==> src/rtl/pmu_pkg.sv <==
// Shared definitions for the CPU clock-gate power management unit:
// FSM state encoding, APB register offsets and register bit positions.
package pmu_pkg;

  typedef enum logic [1:0] {
    ST_RUN   = 2'd0,
    ST_ENTRY = 2'd1,
    ST_GATED = 2'd2,
    ST_EXIT  = 2'd3
  } pmu_state_e;

  localparam logic [3:0] OFF_CTRL      = 4'h0;
  localparam logic [3:0] OFF_ENTRY_DLY = 4'h4;
  localparam logic [3:0] OFF_WAKE_TMR  = 4'h8;
  localparam logic [3:0] OFF_STATUS    = 4'hC;

  localparam int CTRL_GATE_EN     = 0;
  localparam int CTRL_TMR_WAKE_EN = 1;
  localparam int CTRL_IRQ_EN      = 2;

  localparam int STAT_WK_IRQ = 2;
  localparam int STAT_WK_TMR = 3;

endpackage

==> src/rtl/pmu_down_counter.sv <==
// Loadable down counter that stops at zero. Load has priority over decrement.
module pmu_down_counter #(
  parameter int W = 8
) (
  input  logic         per_clk,
  input  logic         clkrst_b,
  input  logic         load,
  input  logic [W-1:0] load_val,
  input  logic         dec,
  output logic [W-1:0] value,
  output logic         is_zero
);

  // Count register: load a new value or step down, never wrapping below zero.
  always_ff @(posedge per_clk or negedge clkrst_b) begin
    if (!clkrst_b) begin
      value <= '0;
    end else if (load) begin
      value <= load_val;
    end else if (dec && (value != '0)) begin
      value <= value - W'(1);
    end
  end

  assign is_zero = (value == '0);

endmodule

==> src/rtl/pmu_gate_ctrl.sv <==
// CPU clock-gate controller: gates the CPU clock after a programmable delay once
// the core sleeps, and ungates on an interrupt wake request or a wake timer.
// Runs on the ungated peripheral clock; configured through a zero-wait APB slave.
module pmu_gate_ctrl
  import pmu_pkg::*;
#(
  parameter int EXIT_CYC = 2,
  parameter int DLY_W    = 8,
  parameter int TMR_W    = 16
) (
  input  logic        per_clk,
  input  logic        clkrst_b,
  input  logic        psel,
  input  logic        penable,
  input  logic        pwrite,
  input  logic [3:0]  paddr,
  input  logic [31:0] pwdata,
  output logic [31:0] prdata,
  input  logic        cpu_sleep,
  input  logic        wake_req,
  output logic        gate_en0,
  output logic        pmu_irq,
  output logic [1:0]  pmu_state
);

  localparam int EXIT_W = 4;

  logic [2:0]       ctrl;
  logic [DLY_W-1:0] entry_dly;
  logic [TMR_W-1:0] wake_tmr;
  logic             wk_irq;
  logic             wk_tmr;
  logic             armed;

  pmu_state_e state;
  pmu_state_e state_nxt;

  logic entry_load, entry_dec, entry_zero;
  logic wake_load, wake_dec, wake_zero;
  logic exit_load, exit_dec, exit_zero;
  logic set_wk_irq, set_wk_tmr;

  logic [DLY_W-1:0]  entry_val;
  logic [TMR_W-1:0]  wake_val;
  logic [EXIT_W-1:0] exit_val;

  logic wr_en;
  logic clr_stat;

  assign wr_en     = psel & penable & pwrite;
  assign clr_stat  = wr_en && (paddr == OFF_STATUS);
  assign pmu_state = state;

  pmu_down_counter #(.W(DLY_W)) u_entry_cnt (
    .per_clk (per_clk),
    .clkrst_b(clkrst_b),
    .load    (entry_load),
    .load_val(entry_dly),
    .dec     (entry_dec),
    .value   (entry_val),
    .is_zero (entry_zero)
  );

  pmu_down_counter #(.W(TMR_W)) u_wake_cnt (
    .per_clk (per_clk),
    .clkrst_b(clkrst_b),
    .load    (wake_load),
    .load_val(wake_tmr),
    .dec     (wake_dec),
    .value   (wake_val),
    .is_zero (wake_zero)
  );

  pmu_down_counter #(.W(EXIT_W)) u_exit_cnt (
    .per_clk (per_clk),
    .clkrst_b(clkrst_b),
    .load    (exit_load),
    .load_val(EXIT_W'(EXIT_CYC - 1)),
    .dec     (exit_dec),
    .value   (exit_val),
    .is_zero (exit_zero)
  );

  // Counter values are only consumed through their zero flags.
  logic unused_sig;
  assign unused_sig = ^{entry_val, wake_val, exit_val, pwdata};

  // Next-state logic; counters are loaded only on state transitions.
  always_comb begin
    state_nxt  = state;
    entry_load = 1'b0;
    entry_dec  = 1'b0;
    wake_load  = 1'b0;
    wake_dec   = 1'b0;
    exit_load  = 1'b0;
    exit_dec   = 1'b0;
    set_wk_irq = 1'b0;
    set_wk_tmr = 1'b0;
    case (state)
      ST_RUN: begin
        if (cpu_sleep && ctrl[CTRL_GATE_EN] && !wake_req && armed) begin
          state_nxt  = ST_ENTRY;
          entry_load = 1'b1;
        end
      end
      ST_ENTRY: begin
        if (!cpu_sleep || wake_req) begin
          state_nxt = ST_RUN;
        end else if (entry_zero) begin
          state_nxt = ST_GATED;
          wake_load = 1'b1;
        end else begin
          entry_dec = 1'b1;
        end
      end
      ST_GATED: begin
        set_wk_irq = wake_req;
        set_wk_tmr = ctrl[CTRL_TMR_WAKE_EN] && wake_zero;
        if (set_wk_irq || set_wk_tmr) begin
          state_nxt = ST_EXIT;
          exit_load = 1'b1;
        end else begin
          wake_dec = 1'b1;
        end
      end
      ST_EXIT: begin
        if (exit_zero) begin
          state_nxt = ST_RUN;
        end else begin
          exit_dec = 1'b1;
        end
      end
      default: state_nxt = ST_RUN;
    endcase
  end

  // State, registered gate enable, re-arm flag and interrupt output.
  always_ff @(posedge per_clk or negedge clkrst_b) begin
    if (!clkrst_b) begin
      state    <= ST_RUN;
      gate_en0 <= 1'b1;
      armed    <= 1'b1;
      pmu_irq  <= 1'b0;
    end else begin
      state    <= state_nxt;
      gate_en0 <= (state_nxt != ST_GATED);
      // An awake core re-arms; leaving EXIT with the core still asleep disarms.
      if (!cpu_sleep) begin
        armed <= 1'b1;
      end else if ((state == ST_EXIT) && exit_zero) begin
        armed <= 1'b0;
      end
      pmu_irq  <= ctrl[CTRL_IRQ_EN] & (wk_irq | wk_tmr);
    end
  end

  // APB writable registers; a hardware status set beats a same-cycle W1C.
  always_ff @(posedge per_clk or negedge clkrst_b) begin
    if (!clkrst_b) begin
      ctrl      <= '0;
      entry_dly <= '0;
      wake_tmr  <= '0;
      wk_irq    <= 1'b0;
      wk_tmr    <= 1'b0;
    end else begin
      if (wr_en && (paddr == OFF_CTRL))      ctrl      <= pwdata[2:0];
      if (wr_en && (paddr == OFF_ENTRY_DLY)) entry_dly <= pwdata[DLY_W-1:0];
      if (wr_en && (paddr == OFF_WAKE_TMR))  wake_tmr  <= pwdata[TMR_W-1:0];
      wk_irq <= set_wk_irq | (wk_irq & ~(clr_stat & pwdata[STAT_WK_IRQ]));
      wk_tmr <= set_wk_tmr | (wk_tmr & ~(clr_stat & pwdata[STAT_WK_TMR]));
    end
  end

  // Combinational read mux; idle bus and unmapped offsets read zero.
  always_comb begin
    prdata = '0;
    if (psel && !pwrite) begin
      case (paddr)
        OFF_CTRL:      prdata = {29'd0, ctrl};
        OFF_ENTRY_DLY: prdata = {{(32-DLY_W){1'b0}}, entry_dly};
        OFF_WAKE_TMR:  prdata = {{(32-TMR_W){1'b0}}, wake_tmr};
        OFF_STATUS:    prdata = {28'd0, wk_tmr, wk_irq, state};
        default:       prdata = '0;
      endcase
    end
  end

endmodule

==> config.mk <==
export PLATFORM = sky130hd
export DESIGN_NAME = pmu_gate_ctrl
export DESIGN_NICKNAME = d
export VERILOG_FILES = /design/src/rtl/pmu_pkg.sv /design/src/rtl/pmu_down_counter.sv /design/src/rtl/pmu_gate_ctrl.sv
export SDC_FILE = /design/constraint.sdc
export NUM_CORES = 1
export LEC_CHECK = 0
export ABC_AREA = 1
export ABC_CLOCK_PERIOD_IN_PS = 4700
export CAP_MARGIN = 10
export CORE_ASPECT_RATIO = 0.6
export CORE_UTILIZATION = 65
export CTS_CLUSTER_SIZE = 20
export DETAILED_ROUTE_END_ITERATION = 12
export DONT_BUFFER_PORTS = 1
export HOLD_SLACK_MARGIN = 0.12
export PLACE_DENSITY = 0.82
export SYNTH_ARGS = -nofsm -noshare
export SYNTH_HDL_FRONTEND = slang
export SYNTH_SLANG_ARGS = --single-unit
==> constraint.sdc <==
create_clock -name per_clk -period 4.7 [get_ports per_clk]
set_input_delay 0.705 -clock per_clk [delete_from_list [all_inputs] [get_ports per_clk]]
set_output_delay 0.705 -clock per_clk [all_outputs]
set_load 0.01 [all_outputs]
==> out/metrics.csv, run 1 <==
metric,value,unit
# Max-Cap Violations,0,
area occupied by multi-input gates,1920,µm²
Final min period,2.68,ns
reg2reg end,u_wake_cnt.value[12]$_DFFE_PN0P_,
CP max FO,10,
YS warnings,0,
largest net degree at the start of global routing,61,
area grow syn2layout,5.69,%
synthesized area per cell,7.44,µm²
Rows,21,
Post-Syn Area,3780,µm²
Critical Path AT,1.98,ns
post-synthesis simple-gate area fraction,0.403,
run status,finished clean,
Tot GR Track Use,0.321,
Critical Path End,prdata[6],
FILL cells,466,
Buffers on Ports,0,
Hold Fails Final Rpt,0,
WS Path Type,primary input to primary output,
CP endpoint kind,primary output,
register area,1550,µm²
area share of the largest cell type after synthesis,0.397,
"EDFF count, synth",0,
Max Freq,373,MHz
Post-synth top cells,"154 x nand2_1, 64 x nand3_1, 60 x dfrtp_1, 50 x nor2_1, 39 x inv_1",
clock slew at reported path FFs,0.07,ns
first-pass GRT wire length,14500,µm
most numerous cell in the Yosys netlist,nand2_1,
worst path required time,3.99,ns
starting density of the core,0.676,
DR vias/cell,5.62,
final WL,8990,µm
Setup WS pre-CTS,2.03,ns
Worst Max-Slew Pin Slew,0.754,ns
relative slew slack,0.496,
Post-synth top flop,dfrtp_1,
R2R depth,8,
vias in the first global route,2987,
ratio of final minimum period to clock period,0.570,
CTS Root Cell,clkbuf_8,
fin nets,557,
xor-xnor portion of the synthesized cell area,0.0208,
DRT antenna net count,0,
clk_lat worst skew,0.35,ns
clock sink count,62,
total gr overflow,0,
Unique masters post-synth,32,
DIE WIDTH,101,µm
postcts setup bufs,0,
ys async rst share,1.00,
power per cell area,563,nW/µm²
total power,2.25,mW
CTS H-tree depth,3,
synth top area cells,"dfrtp_1 40%, nand2_1 15%, nand3_1 8.5%, nor2_1 5.0%, inv_1 3.9%",
Critical Path Start,psel,
Syn Inst Count,509,
initial antenna violation count,0,
Worst VDD drop,305,µV
Max Slew Vio Count,0,
placed inst area,3750,µm²
post-synthesis mux area share,0,
Setup Skew,0.00532,ns
antenna cell count,0,
RSZ-0062 raised after global routing,false,
"area leader, netlist",dfrtp_1,
final instance area,4000,µm²
total number of vias,3342,
Die H,61.1,µm
slack of the critical path,2.02,ns
CTS tree,yes,
Reg2Reg Setup Slack,2.59,ns
WL/cell,15.1,µm
#FFs+latches synth,62,
DRT iter0 DRCs,275,
largest family of logic cells by synthesized area,simple AND/OR/NAND/NOR gates,
1st-pass router iterations,5,
GP Congestion,0.910,
Hold Crit Class,primary input to asynchronous set/reset pin,
sequential-to-total area share from yosys stat,0.411,
# IOs,79,
DRC viols,0,
share of cells above drive strength 1,0.130,
# setup viols final,0,
Post-Synth Adder-Cell Area,0.0132,
crit path launch type,primary input,
Static Leakage,2.12,nW
HPWL after DPL,6390,µm
Synth Area in Compound Gates,0.0545,
TritonCTS buffer count,9,
Worst R2R Start,u_entry_cnt.value[0]$_DFFE_PN0P_,
Die Area,6140,µm²
core area,5600,µm²
setup TNS,0,ns
clk buf depth,2,
==> critical path, cell delays in order <==
cell	delay [ns]
inv_1	0.02
nor2_1	0.56
inv_1	0.33
a21oi_1	0.35
==> metal layers <==
| layer | wire length [µm] | GRT usage | vias to the layer above | part of all wire |
|---|---|---|---|---|
| met5 | 0 | 0 | - | 0 |
| met2 | 3740 | 0.466 | 149 | 0.42 |
| li1 | - | - | 1594 | - |
| met1 | 4280 | 0.465 | 1586 | 0.48 |
| met4 | 129 | 0.0870 | 0 | 0.014 |
| met3 | 849 | 0.104 | 13 | 0.094 |
==> per-stage QoR <==
| stage | hold WS, ns | cells | util |
|---|---|---|---|
| after floorplan | 0.409 | 524 | - |
| after global placement | 0.411 | 578 | 0.670 |
| after detailed placement | 0.411 | 578 | 0.670 |
| after CTS | 0.189 | 595 | 0.715 |
| after global routing | 0.178 | 595 | 0.715 |
| final | 0.195 | 595 | 0.715 |
==> placed cells by master, fill, tap and decap left out, types with 10 or more instances in the layout <==
| cell | netlist | routed |
|---|---|---|
| inv_1 | 39 | 39 |
| dfrtp_1 | 60 | 60 |
| o21ai_0 | 28 | 28 |
| nor2_1 | 50 | 50 |
| conb_1 | 1 | 16 |
| nand3_2 | 12 | 12 |
| clkbuf_8 | 0 | 10 |
| nand3_1 | 64 | 64 |
| nand2_1 | 154 | 154 |
| nand2_2 | 15 | 15 |
==> kinds of logic after synthesis <==
logic type               after synthesis
AND/OR/NAND/NOR                      322
other                                  1
XOR/XNOR                               9
flip-flops                            62
AO/OA/AOI/OAI                         40
buffers and inverters                 71
adder cells (fa/ha/maj)                4
==> repair_timing <==
item / CTS / global route
hold endpoints to repair: 60 / 0
endpoints found under the setup margin: 0 / 0
hold buffers: 1 / 0
gates resized for setup: 0 / 0
==> power breakdown <==
group          switching [mW]  leakage (nW)  internal (mW)
Clock                   0.215         0.108          0.311
Combinational           0.627          1.19          0.359
Sequential              0.105         0.829          0.635
==> sequential cells by signal, indices dropped and copies added (netlist names) <==
| signal | count |
|---|---|
| u_wake_cnt.value | 16 |
| wake_tmr | 16 |
| entry_dly | 8 |
| u_entry_cnt.value | 8 |
| u_exit_cnt.value | 4 |
| ctrl | 3 |
| pmu_state | 2 |
| armed | 1 |
| gate_en0 | 1 |
| pmu_irq | 1 |
| wk_irq | 1 |
| wk_tmr | 1 |
==> worst min path at each step <==
stage	start	endpoint	slack (ns)	cells past startpoint
detailed placement	clkrst_b	u_entry_cnt.value[6]$_DFFE_PN0P_	0.41	0
floorplan	clkrst_b	ctrl[0]$_DFFE_PN0P_	0.41	0
CTS	clkrst_b	armed$_DFFE_PN1P_	0.19	0
global placement	clkrst_b	u_entry_cnt.value[5]$_DFFE_PN0P_	0.41	0
global route	clkrst_b	armed$_DFFE_PN1P_	0.18	0
finish	clkrst_b	armed$_DFFE_PN1P_	0.19	0
==> cell type report <==
class / instances / area share
Inverter: 44 / 0.0419
Sequential cell: 62 / 0.388
Multi-Input combinational cell: 391 / 0.480
Clock buffer: 10 / 0.0344
Tap cell: 80 / 0.0250
Timing Repair Buffer: 2 / 0.00876
Clock inverter: 6 / 0.0213
(Power assumes the default switching activity.)
==> run 2, diff against run 1 <==
ABC_CLOCK_PERIOD_IN_PS = 2400   (was 4700)
CORE_UTILIZATION = 58   (was 65)
PLACE_DENSITY = 0.77   (was 0.82)
clock period = 2.4 ns   (was 4.7 ns; I/O delays follow)
==> run 2 against run 1 <==
  * Core utilization is 6.6 points lower
  * Highest routed layer unchanged
  * First-iteration DRC count is 19% higher
  * Sequential share of layout area is 0.18 points lower
  * Die area is 12% higher
  * Sequential power is 96% higher
  * Critical path depth is 3 higher
  * Sequential cell count stayed put
  * Register-to-register slack worse by 2.3 ns
  * Final cell count is 1.2% higher
  * Critical path type is now register to register
  * Clock power is 85% higher
  * Setup slack worse by 1.7 ns
==> out/metrics.csv, run 2 (synthesized netlist as in run 1, its figures left out) <==
metric,value,unit,change
WS Path Type,register to register,,
placed inst area,3760,µm²,+0.33%
Critical Path AT,2.29,ns,+0.31 ns
total number of vias,3324,,-0.54%
Reg2Reg Setup Slack,0.34,ns,-2.25 ns
# Max-Cap Violations,0,,unchanged
power per cell area,1080,nW/µm²,+92%
final WL,9210,µm,+2.4%
CP max FO,16,,+6
"commonest non-fill, non-tap cell in the layout",nand2_1,,
total power,4.34,mW,+93%
Largest regs,"u_wake_cnt.value (16), wake_tmr (16)",,
CTS tree,yes,,
setup TNS,0,ns,unchanged
Die H,64.6,µm,+5.7%
Worst Max-Slew Pin Slew,0.507,ns,-0.247 ns
Die Area,6860,µm²,+12%
DRT iter0 DRCs,326,,+19%
Static Leakage,2.13,nW,+0.13%
Buffers on Ports,0,,unchanged
first-pass GRT wire length,15500,µm,+6.8%
share of cells above drive strength 1,0.131,,+0.00118
WL/cell,15.3,µm,+1.2%
vias in the first global route,3154,,+5.6%
Worst R2R Start,u_entry_cnt.value[0]$_DFFE_PN0P_,,
largest net degree at the start of global routing,63,,+3.3%
total gr overflow,0,,unchanged
HPWL after DPL,6680,µm,+4.6%
antenna cell count,0,,unchanged
GP Congestion,0.914,,+0.47%
Hold Fails Final Rpt,0,,unchanged
Rows,22,,+4.8%
slack of the critical path,0.338,ns,-1.68 ns
most frequent cells in the layout,"154 x nand2_1, 64 x nand3_1, 60 x dfrtp_1",,
CTS Root Cell,clkbuf_8,,
Hold Crit Class,primary input to register,,
RSZ-0062 raised after global routing,false,,
Final min period,2.06,ns,
crit path launch type,register,,
Setup WS pre-CTS,0.391,ns,-1.63 ns
run status,finished clean,,
fin util,0.649,,-0.0658
# IOs,79,,unchanged
core area,6190,µm²,+11%
# setup viols final,0,,unchanged
fin cells,602,,+1.2%
Cells after DPL,583,,+0.87%
Setup Skew,0.0106,ns,+0.00533 ns
relative slew slack,0.662,,+0.166
clock sink count,62,,unchanged
DR vias/cell,5.52,,-1.7%
Max Freq,485,MHz,
1st-pass router iterations,5,,unchanged
Worst VDD drop,468,µV,+53%
area grow syn2layout,6.18,%,
clock slew at reported path FFs,0.07,ns,about the same
fin nets,560,,+0.54%
Hold Slack,0.150,ns,-0.0445 ns
R2R depth,7,,-1
Critical Path End,u_wake_cnt.value[8]$_DFFE_PN0P_,,
reg2reg end,u_wake_cnt.value[8]$_DFFE_PN0P_,,
FILL cells,555,,+19%
DRC viols,0,,unchanged
starting density of the core,0.611,,-0.0652
clk buf depth,2,,unchanged
clk_lat worst skew,0.35,ns,about the same
CP endpoint kind,register,,
TritonCTS buffer count,9,,unchanged
CTS H-tree depth,3,,unchanged
Critical Path Start,u_entry_cnt.value[0]$_DFFE_PN0P_,,
DRT antenna net count,0,,unchanged
final instance area,4020,µm²,+0.47%
Tot GR Track Use,0.298,,-0.0226
Max Slew Vio Count,0,,unchanged
worst path required time,2.63,ns,-1.36 ns
initial antenna violation count,0,,unchanged
DIE WIDTH,106,µm,+5.7%
ratio of final minimum period to clock period,0.859,,
-- run 2: cell types whose count changed in the layout (fill, tap and decap cells not counted), sizes merged --
cell / delta
buf: +1
clkbuf: +1
clkinvlp: +1
dlygate4sd3: +2
bufinv: -1
clkinv: -1
-- run 2: routing by layer --
layer / vias to the layer above / global-route usage / routed length (µm)
met1: 1546 / 0.427 / 4410
met5: - / 0 / 0
li1: 1606 / - / -
met3: 20 / 0.0885 / 847
met2: 152 / 0.430 / 3820
met4: 0 / 0.101 / 140
-- run 2: timing repair --
item | 4_1_cts | 5_1_grt
setup endpoints to repair | 0 | 0
hold buffers | 3 | 0
buffers inserted | 0 | 0
gates resized for setup | 0 | 0
endpoints found under the hold margin | 63 | 0
-- run 2: worst min-delay path by stage --
stage / start / endpoint / cells past startpoint
final: pwdata[10] / wake_tmr[10]$_DFFE_PN0P_ / 2
after global routing: pwdata[8] / wake_tmr[8]$_DFFE_PN0P_ / 2
after CTS: pwdata[10] / wake_tmr[10]$_DFFE_PN0P_ / 2
after detailed placement: clkrst_b / u_entry_cnt.value[5]$_DFFE_PN0P_ / 0
after global placement: clkrst_b / u_entry_cnt.value[5]$_DFFE_PN0P_ / 0
after floorplan: clkrst_b / ctrl[0]$_DFFE_PN0P_ / 0
-- run 2: worst max-delay path, stage by stage (launching register included) --
cell and delay [ns]:
dfrtp_1 0.36, inv_1 0.13, ha_1 0.27, nand2_1 0.12, nor2_2 0.33, nand3_2 0.41, nand3_1 0.23, nand3_2 0.09
-- run 2: layout make-up --
| cell class | instances | area, µm² | area share |
|---|---|---|---|
| clock buffer | 11 | 151 | 0.0377 |
| clock inverter | 5 | 57.6 | 0.0143 |
| inverter | 44 | 168 | 0.0417 |
| multi-input combinational | 391 | 1920 | 0.478 |
| sequential | 62 | 1550 | 0.387 |
| tap | 84 | 105 | 0.0262 |
| timing repair buffer | 5 | 62.6 | 0.0156 |
-- run 2: power breakdown --
| group | switching [mW] | total (mW) | internal (mW) |
|---|---|---|---|
| registers | 0.207 | 1.45 | 1.24 |
| logic | 1.22 | 1.92 | 0.706 |
| clock network | 0.438 | 0.972 | 0.534 |
==> run 3, diff against run 2 <==
CORE_UTILIZATION = 35   (was 58)
GPL_ROUTABILITY_DRIVEN = 0   (was default)
PLACE_DENSITY = 0.52   (was 0.77)
==> run 3 against run 2 <==
  * Clock power grew 51%
  * Power up 12%
  * Via count decreased by 1.5%
  * Count of clock-buffer cells in the layout up 2
  * First-iteration DRC count decreased by 39%
  * Critical path depth unchanged
  * Combinational power increased by 2%
  * Register-to-register slack better by 0.15 ns
  * Critical endpoint is now u_wake_cnt.value[5]$_DFFE_PN0P_
==> out/metrics.csv, run 3 (synthesized netlist as in run 1, its figures left out) <==
metric,value,unit,change
run status,finished clean,,
worst path cell trace,inv_1 -> ha_1 -> nand2_1 -> nor2_2 -> nand3_2 -> nand3_1 -> nand3_2,,
Hold Fails Final Rpt,0,,unchanged
Reg2Reg Setup Slack,0.49,ns,+0.15 ns
Critical Path Start,u_entry_cnt.value[0]$_DFFE_PN0P_,,
slack of the critical path,0.490,ns,+0.152 ns
1st-pass router iterations,5,,unchanged
final WL,9950,µm,+8.0%
fin util,0.414,,-0.235
Rows,28,,+27%
worst path required time,2.61,ns,-0.02 ns
total power,4.88,mW,+12%
DRT iter0 DRCs,200,,-39%
placed inst area,3840,µm²,+2.1%
Final min period,1.91,ns,-0.152 ns
DRC viols,0,,unchanged
clock slew at reported path FFs,0.06,ns,about the same
clk_lat worst skew,0.33,ns,-0.02 ns
DR vias/cell,5.00,,-9.5%
slowest cell on the critical path,nand3_2,,
vias in the first global route,2966,,-6.0%
CTS H-tree depth,3,,unchanged
initial antenna violation count,0,,unchanged
total gr overflow,0,,unchanged
DIE WIDTH,136,µm,+28%
first-pass GRT wire length,16000,µm,+3.1%
starting density of the core,0.371,,-0.240
final instance area,4220,µm²,+5.1%
clk buf depth,2,,unchanged
core area,10200,µm²,+65%
Max Slew Vio Count,0,,unchanged
# IOs,79,,unchanged
DRT antenna net count,0,,unchanged
Die H,82.6,µm,+28%
CTS Root Cell,clkbuf_16,,
postcts setup bufs,0,,unchanged
ratio of final minimum period to clock period,0.796,,-0.0632
Critical Path End,u_wake_cnt.value[5]$_DFFE_PN0P_,,
CTS Hold Bufs,3,,unchanged
area grow syn2layout,11.6,%,
HPWL after DPL,7220,µm,+8.1%
CTS tree,yes,,
fin nets,562,,+0.36%
Cells after DPL,636,,+9.1%
PostCTS Resize Cnt,0,,unchanged
R2R depth,7,,unchanged
Max Freq,524,MHz,+7.9%
power per cell area,1160,nW/µm²,+6.9%
clock sink count,62,,unchanged
CP max stage delay,0.37,ns,-0.04 ns
relative slew slack,0.664,,+0.00161
most frequent cells in the layout,"154 x nand2_1, 64 x nand3_1, 60 x dfrtp_1",,
Critical Path AT,2.12,ns,-0.17 ns
"commonest non-fill, non-tap cell in the layout",nand2_1,,
share of cells above drive strength 1,0.133,,+0.00142
CP dominant cell by count,nand3_2,,
Hold Slack,0.172,ns,+0.0212 ns
# setup viols final,0,,unchanged
setup TNS,0,ns,unchanged
WL/cell,15.2,µm,-0.75%
fin cells,655,,+8.8%
CP max FO,16,,unchanged
Worst Max-Slew Pin Slew,0.503,ns,-0.00420 ns
RSZ-0062 raised after global routing,false,,
Hold Crit Class,primary input to register,,
Buffers on Ports,0,,unchanged
# Max-Cap Violations,0,,unchanged
crit path launch type,register,,
CP endpoint kind,register,,
Die Area,11200,µm²,+64%
TritonCTS buffer count,9,,unchanged
reg2reg end,u_wake_cnt.value[5]$_DFFE_PN0P_,,
Setup WS pre-CTS,0.498,ns,+0.107 ns
Setup Skew,0.00695,ns,-0.00369 ns
Worst R2R Start,u_entry_cnt.value[0]$_DFFE_PN0P_,,
largest net degree at the start of global routing,63,,unchanged
antenna cell count,0,,unchanged
Largest regs,"u_wake_cnt.value (16), wake_tmr (16)",,
Tot GR Track Use,0.192,,-0.106
Static Leakage,2.21,nW,+3.7%
total number of vias,3273,,-1.5%
WS Path Type,register to register,,
Worst VDD drop,521,µV,+11%
-- run 3: final cells by class --
class                           instances  area (µm²)
Sequential cell                        62        1550
Tap cell                              135         169
Inverter                               44         168
Fill cell                            1042        5970
Timing Repair Buffer                    7        77.6
Clock inverter                          3        65.1
Multi-Input combinational cell        391        1920
Clock buffer                           13         270
-- run 3: worst min path at each step --
stage / start / end / slack (ns) / cells after the start
2_1_floorplan: clkrst_b / ctrl[0]$_DFFE_PN0P_ / 0.06 / 0
3_3_place_gp: clkrst_b / u_entry_cnt.value[5]$_DFFE_PN0P_ / 0.07 / 0
3_5_place_dp: clkrst_b / u_entry_cnt.value[5]$_DFFE_PN0P_ / 0.07 / 0
4_1_cts: pwdata[13] / wake_tmr[13]$_DFFE_PN0P_ / 0.16 / 2
5_1_grt: pwdata[13] / wake_tmr[13]$_DFFE_PN0P_ / 0.17 / 2
6_report: pwdata[13] / wake_tmr[13]$_DFFE_PN0P_ / 0.17 / 2
-- run 3: metal layers --
| metal | vias to the layer above | share of wire | global-route usage |
|---|---|---|---|
| met2 | 90 | 0.38 | 0.259 |
| met4 | 0 | 0.0066 | 0.0500 |
| met1 | 1564 | 0.56 | 0.292 |
| met5 | - | 0 | 0 |
| li1 | 1611 | - | - |
| met3 | 8 | 0.057 | 0.0549 |
-- run 3: report_power, final --
group          internal (mW)  switching, mW  leakage, nW
registers               1.25          0.206        0.829
logic                  0.721           1.24         1.21
clock network          0.993          0.474        0.166
-- run 3: worst max-delay path: cells and delay by family, from the launching register on --
family | cells | cell delay, ns
AND/OR/NAND/NOR | 5 | 1.03
adder cells (fa/ha/maj) | 1 | 0.27
buffers and inverters | 1 | 0.14
flip-flops | 1 | 0.35
